$ cat config.mk
export PLATFORM = sky130hd
export DESIGN_NAME = converter_input_packer
export DESIGN_NICKNAME = d
export VERILOG_FILES = /design/src/rtl/converter_pkg.sv /design/src/rtl/packer_byte_buffer.sv /design/src/rtl/converter_input_packer.sv
export SDC_FILE = /design/constraint.sdc
export NUM_CORES = 1
export LEC_CHECK = 0
export ABC_AREA = 1
export CORE_UTILIZATION = 56
export DETAILED_ROUTE_END_ITERATION = 8
export PLACE_DENSITY = 0.8
export RECOVER_POWER = 50
export SLEW_MARGIN = 20
export SYNTH_ARGS = -nofsm -noshare
export SYNTH_HDL_FRONTEND = slang
export SYNTH_HIERARCHICAL = 1
export SYNTH_SLANG_ARGS = --single-unit
$ cat constraint.sdc
create_clock -name clk -period 9.5 [get_ports clk]
set_input_delay 2.375 -clock clk [delete_from_list [all_inputs] [get_ports clk]]
set_output_delay 2.375 -clock clk [all_outputs]
set_load 0.01 [all_outputs]
$ cat src/rtl/converter_pkg.sv
// Shared sizes and dispatch-state encoding for the converter input packer.
package converter_pkg;

   localparam int BLOCK_W         = 128;
   localparam int BYTE_W          = 8;
   localparam int BYTES_PER_BLOCK = 16;
   localparam int CONV_LATENCY    = 15;
   localparam int TIMEOUT_CYCLES  = 32;

   localparam int FILL_W = $clog2(BYTES_PER_BLOCK);
   localparam int WDOG_W = 6;

   typedef enum logic [1:0] {
      INIT = 2'd0,
      IDLE = 2'd1,
      BUSY = 2'd2
   } disp_state_e;

endpackage

$ cat src/rtl/packer_byte_buffer.sv
// One 128-bit block buffer: MSB-first byte-lane write, full flag with set/clear.
module packer_byte_buffer
   import converter_pkg::*;
(
   input  logic               clk,
   input  logic               rst,
   input  logic               wr_en_i,
   input  logic [FILL_W-1:0]  wr_idx_i,
   input  logic [BYTE_W-1:0]  wr_byte_i,
   input  logic               set_full_i,
   input  logic               clr_i,
   output logic [BLOCK_W-1:0] data_o,
   output logic               full_o
);

   logic [BLOCK_W-1:0] data_q;
   logic               full_q;

   // NOTE: state uses non-blocking assignments so every flop samples pre-edge values;
   // the data array is reset too, so conv_data reads 0 after reset instead of X.
   always_ff @(posedge clk or posedge rst) begin
      if (rst) begin
         data_q <= '0;
         full_q <= 1'b0;
      end else begin
         for (int i = 0; i < BYTES_PER_BLOCK; i++) begin
            if (wr_en_i && (wr_idx_i == i[FILL_W-1:0]))
               data_q[BLOCK_W-1-BYTE_W*i -: BYTE_W] <= wr_byte_i;
         end
         if (clr_i)
            full_q <= 1'b0;
         else if (set_full_i)
            full_q <= 1'b1;
      end
   end

   assign data_o = data_q;
   assign full_o = full_q;

endmodule

$ cat src/rtl/converter_input_packer.sv
// Packs a byte stream into ping-pong 128-bit blocks and dispatches them to a serial converter.
// Optional BUSY watchdog enabled with macro PACKER_TIMEOUT_EN.
module converter_input_packer
   import converter_pkg::*;
(
   input  logic               clk,
   input  logic               rst,
   input  logic               in_valid,
   input  logic [BYTE_W-1:0]  in_data,
   output logic               in_ready,
   output logic               conv_start,
   output logic [BLOCK_W-1:0] conv_data,
   input  logic               conv_done,
   output logic               timeout_err
);

   disp_state_e        state_q;
   logic               wr_ptr_q;
   logic               rd_ptr_q;
   logic [FILL_W-1:0]  fill_q;
   logic [1:0]         full;
   logic [BLOCK_W-1:0] buf_data [2];

   logic accept;
   logic last_byte;
   logic blk_release;
   logic timeout_hit;

   assign in_ready    = ~full[wr_ptr_q];
   assign accept      = in_valid & in_ready;
   assign last_byte   = accept && (fill_q == FILL_W'(BYTES_PER_BLOCK - 1));
   assign blk_release = (state_q == BUSY) && (conv_done || timeout_hit);

   for (genvar g = 0; g < 2; g++) begin : g_buf
      packer_byte_buffer u_buf (
         .clk        (clk),
         .rst        (rst),
         .wr_en_i    (accept && (wr_ptr_q == 1'(g))),
         .wr_idx_i   (fill_q),
         .wr_byte_i  (in_data),
         .set_full_i (last_byte && (wr_ptr_q == 1'(g))),
         .clr_i      (blk_release && (rd_ptr_q == 1'(g))),
         .data_o     (buf_data[g]),
         .full_o     (full[g])
      );
   end

   always_ff @(posedge clk or posedge rst) begin
      if (rst) begin
         fill_q   <= '0;
         wr_ptr_q <= 1'b0;
      end else if (accept) begin
         fill_q <= fill_q + 1'b1;
         if (last_byte)
            wr_ptr_q <= ~wr_ptr_q;
      end
   end

   // Start is decoded from the IDLE state so a block filled at edge N starts in the next cycle.
   assign conv_start = (state_q == IDLE) && full[rd_ptr_q];
   assign conv_data  = buf_data[rd_ptr_q];

   always_ff @(posedge clk or posedge rst) begin
      if (rst) begin
         state_q  <= INIT;
         rd_ptr_q <= 1'b0;
      end else begin
         case (state_q)
            INIT: state_q <= IDLE;
            IDLE: if (full[rd_ptr_q]) state_q <= BUSY;
            BUSY: begin
               if (blk_release) begin
                  state_q  <= IDLE;
                  rd_ptr_q <= ~rd_ptr_q;
               end
            end
            default: state_q <= INIT;
         endcase
      end
   end

`ifdef PACKER_TIMEOUT_EN
   localparam logic [WDOG_W-1:0] TIMEOUT_PRE = WDOG_W'(TIMEOUT_CYCLES - 2);

   logic [WDOG_W-1:0] wdog_q;
   logic              timeout_q;

   // timeout_q is raised one cycle early so the pulse lands on the 32nd BUSY cycle,
   // and the release happens at the end of that same cycle.
   always_ff @(posedge clk or posedge rst) begin
      if (rst) begin
         wdog_q    <= '0;
         timeout_q <= 1'b0;
      end else begin
         timeout_q <= 1'b0;
         if ((state_q == BUSY) && !blk_release) begin
            wdog_q <= wdog_q + 1'b1;
            if ((wdog_q == TIMEOUT_PRE) && !conv_done)
               timeout_q <= 1'b1;
         end else begin
            wdog_q <= '0;
         end
      end
   end

   assign timeout_hit = timeout_q;
   assign timeout_err = timeout_q;
`else
   assign timeout_hit = 1'b0;
   assign timeout_err = 1'b0;
`endif

endmodule
==> reports/metrics.sh <==
SYN-INSTANCE-COUNT=1701
REPORT.FINAL.HOLD_VIOL_COUNT=0
GRT_ANTENNA_BEFORE_REPAIR=0
GRT_PASS1_VIAS=10957
MIN_PATH_TYPE='reg -> reg'
DRT_PRE_ANTENNA_ITERS=7
TIMING.FINAL.SETUP_VIOLATIONS=0
CORE_REGION_AREA_MM2=0.02196
POSTSYNTHNETCOUNT=1714
FMAX_MHz=158.2
DRT.ANTENNA.VIOLATING_NETS=0
HTREE_LEVELS=1
CLOCKROOTBUFFER='clkbuf_16'
CP.ARRIVAL_NS=6.79
CLOCK_LATENCY_NS=0.54
DRIVE_GT1_SHARE_PCT=3.706
START_UTIL_PCT=57.32
CRITICALPATHCATEGORY='in -> reg'
POWER.SEQUENTIAL.FRACTION_PCT=40.4
SLEW_HEADROOM_PCT=-114.4
SYNTH_LARGEST_AREA_CELL='dfrtp_1'
INITIALDRTVIOLATIONCOUNT=967
SYNTH-ADDER-AREA-SHARE_PCT=0.09940
POSTCTSRESIZEDCELLS=0
CORE.ROWCOUNT=54
VIA_COUNT=11496
DIODES_INSERTED=0
SWITCHING_POWER_mW=1.693
DIEHEIGHT_UM=151.9
GRT.TOTAL_USAGE_PCT=31.41
POST-CTS-SETUP-BUFFERS=0
DPL.CELL_COUNT=2039
FINALCRITPERIODSHARE_PCT=66.56
FINAL_CORE_AREA_UTILIZATION_PCT=67.00
POWER.INTERNAL_mW=2.812
LEAKAGE_nW=8.076
NUMBER_OF_DISTINCT_LIBRARY_CELL_VARIANTS_IN_THE_GATE_LEVEL_NETLIST_AFTER_SYNTHESIS=19
PLACE.DETAILED.HPWL_MM=21.79
WORST-ENDPOINT-REQUIRED_NS=9.97
DIEAREA_MM2=0.02308
CRIT_PATH_START_KIND='input pin'
CLOCK_PATH_BUFFERS=3
OVERFLOW_LEFT_AFTER_GLOBAL_ROUTING=0
P_PER_AREA_mW_PER_MM2=306.2
CTS_BUFFERS=27
YS.WARNINGS.COUNT=6
YOSYSSEQAREASHARE_PCT=52.88
SYNTHESIS.AREA_MM2=0.01259
DESIGN.FINAL.NETS=1802
SHARE_OF_THE_SYNTHESIZED_AREA_IN_THE_TOP_CELL_TYPE_PCT=52.88
FIN_WORST_SKEW_NS=0.01325
GRT_SETUP_UNREPAIRED='false'
TIMING_WORST_SLEW_PIN_VALUE_NS=3.198
CRIT_FANOUT=42
GP_ROUTABILITY_CONGESTION=0.8343
IO_PINS=143
FINALCRITICALPERIOD_NS=6.323
AREA_GROWTH_SYN_TO_LAYOUT_PCT=16.88
NATURE_OF_THE_CRITICAL_PATH_ENDPOINT='flip-flop'
POST_CTS_HOLD_FIX_BUFS=0
TIMING.HOLD.WS_NS=0.4704
SYNTH.TOP_CELLS.BY_AREA='dfrtp_1 53%, nand2_1 33%, nand4_1 3.3%'
N_FILL_CELL=1831
TIMING.FINAL.MAX_SLEW_VIOLATIONS=246
ROUTEDWLPERCELL_UM=17.15
NUMBER_OF_FLIP_FLOPS_AND_LATCHES_IN_THE_SYNTHESIZED_NETLIST=266
REPORT.POWER.TOTAL_mW=4.505
DIE_X_UM=151.9
PORT_BUFFER_COUNT=141
MAXCAPVIOLATIONS=5
YOSYS.AREA_SHARE.SIMPLE_PCT=38.85
NUMCLOCKSINKS=266
VIOLATIONS='design-rule violations, max-capacitance violations, max-slew violations'
DRT_DRC_VIOLATIONS_LEFT=16
GRT_START_MAX_NET_PINS=91
FINAL_CELL_COUNT_NO_FILL=2088
SYNTH_COMPOUND_GATE_AREA_SHARE_PCT=2.078
AVGSYNTHCELLAREA_UM2=7.400
SYNTHXORXNORAREAFRAC_PCT=0.06958
SHARE_CLK_OF_TOTAL_POWER_PCT=22.8
GRT_FIRST_PASS_WIRELENGTH_MM=58.04
TOTALWIRELENGTH_MM=35.80
RESULT_OF_THE_RUN='complete, but fails checks'
VIA_PER_INST=5.506
MAX-VDD-IR-DROP_mV=0.1631
SETUP_TOTAL_NEG_SLACK_NS=0
CLKSLEWWORSTSETUPHOLDPATHS_NS=0.06
CTS_TREE='built'
POWER_FRAC_COMB_PCT=36.8
SWITCHING_SHARE_PCT=37.58
SYNTH_TOP_FAMILY_BY_AREA='simple AND/OR/NAND/NOR gates'
MUXSHAREOFSYNTHAREA_PCT=0
cells in the final DEF, fill, tap and decap left out, types with 6 or more instances in the layout:
| cell type | netlist | final |
|---|---|---|
| o21bai_1 | 32 | 32 |
| nand3_1 | 22 | 22 |
| clkbuf_1 | 32 | 13 |
| clkbuf_8 | 0 | 9 |
| nand4_1 | 66 | 66 |
| inv_1 | 58 | 56 |
| buf_2 | 33 | 8 |
| dfrtp_1 | 266 | 265 |
| nor2_1 | 39 | 37 |
| clkdlybuf4s50_1 | 0 | 130 |
| nor2_2 | 8 | 10 |
| clkbuf_16 | 0 | 27 |
| buf_4 | 15 | 6 |
| nand2_1 | 1109 | 1109 |
synthesized netlist by cell type, drive strengths merged:
master and instances:
buf 60, dfrtp 266, nand3 22, ha 1, o21bai 32, nand4 66, xor2 1, conb 1
inv 59, clkbuf 32, o21ai 3, nand3b 1, nand2 1109, o22ai 1, nor2 47
metrics by stage:
step,cell area [µm²],setup WS (ns)
floorplan,12590,3.684
global placement,13860,4.167
detailed placement,13860,4.139
CTS,14710,3.576
global route,14710,2.984
finish,14710,3.177
cell type report:
type	instances	area (µm²)	share of cell area, %
tap	280	350.3	2.381
sequential	266	6660	45.27
multi-input combinational	1284	5181	35.22
inverter	59	225.2	1.531
clock buffer	46	837.1	5.690
clock inverter	2	10.01	0.06804
timing repair buffer	151	1448	9.840
state kept, by name (all words and copies together) (netlist names):
| name | count |
|---|---|
| wr_ptr_q | 1 |
| g_buf.u_buf/data_o | 256 |
| fill_q | 4 |
| rd_ptr_q | 1 |
| g_buf.u_buf/full_o | 2 |
| state_q | 2 |
power by group through the flow:
stage,Clock (mW),Combinational (mW),Sequential [mW]
floorplan,0,1.04,1.73
global placement,0,1.60,1.82
detailed placement,0,1.64,1.83
CTS,1.03,1.65,1.82
global route,1.08,1.82,1.87
finish,1.03,1.66,1.82
path summary, 6_finish.rpt:
check | cells after the start | slack (ns) | end | startpoint
min in group asynchronous | 2 | 2.32 | wr_ptr_q$_DFFE_PP0P_ | rst
min reg2reg | 2 | 0.47 | g_buf[1].u_buf/data_o[36]$_DFFE_PP0P_ | g_buf[1].u_buf/data_o[36]$_DFFE_PP0P_
max in group asynchronous | 3 | 3.64 | g_buf[0].u_buf/data_o[26]$_DFFE_PP0P_ | rst
max reg2reg | 8 | 5.19 | g_buf[0].u_buf/data_o[49]$_DFFE_PP0P_ | wr_ptr_q$_DFFE_PP0P_
min | 2 | 0.47 | g_buf[1].u_buf/data_o[36]$_DFFE_PP0P_ | g_buf[1].u_buf/data_o[36]$_DFFE_PP0P_
max | 8 | 3.18 | g_buf[0].u_buf/data_o[49]$_DFFE_PP0P_ | in_valid
per-layer routing:
metal  up-vias  global-route usage (%)  wire [µm]
li1       5378                       -          -
met1      5468                   42.99      14630
met2       563                   51.17      16900
met3        87                   4.820       3144
met4         0                   11.27       1130
met5         -                       0          0
kinds of logic after synthesis:
group | Yosys count
xor gates and xnor gates | 1
and+or+nand+nor | 1245
adders and majority gates | 1
AOI/OAI and AO/OA | 36
buffers and inverters | 151
DFF | 266
other | 1
critical path, stage by stage:
cell	delay (ns)
dlygate4sd3_1	0.64
inv_1	0.12
nor2_2	0.11
clkbuf_1	1.40
nand3_1	1.13
nor2_1	0.77
nand2_1	0.14
nand2_1	0.10
No activity file was read; power rests on OpenSTA's default activity.
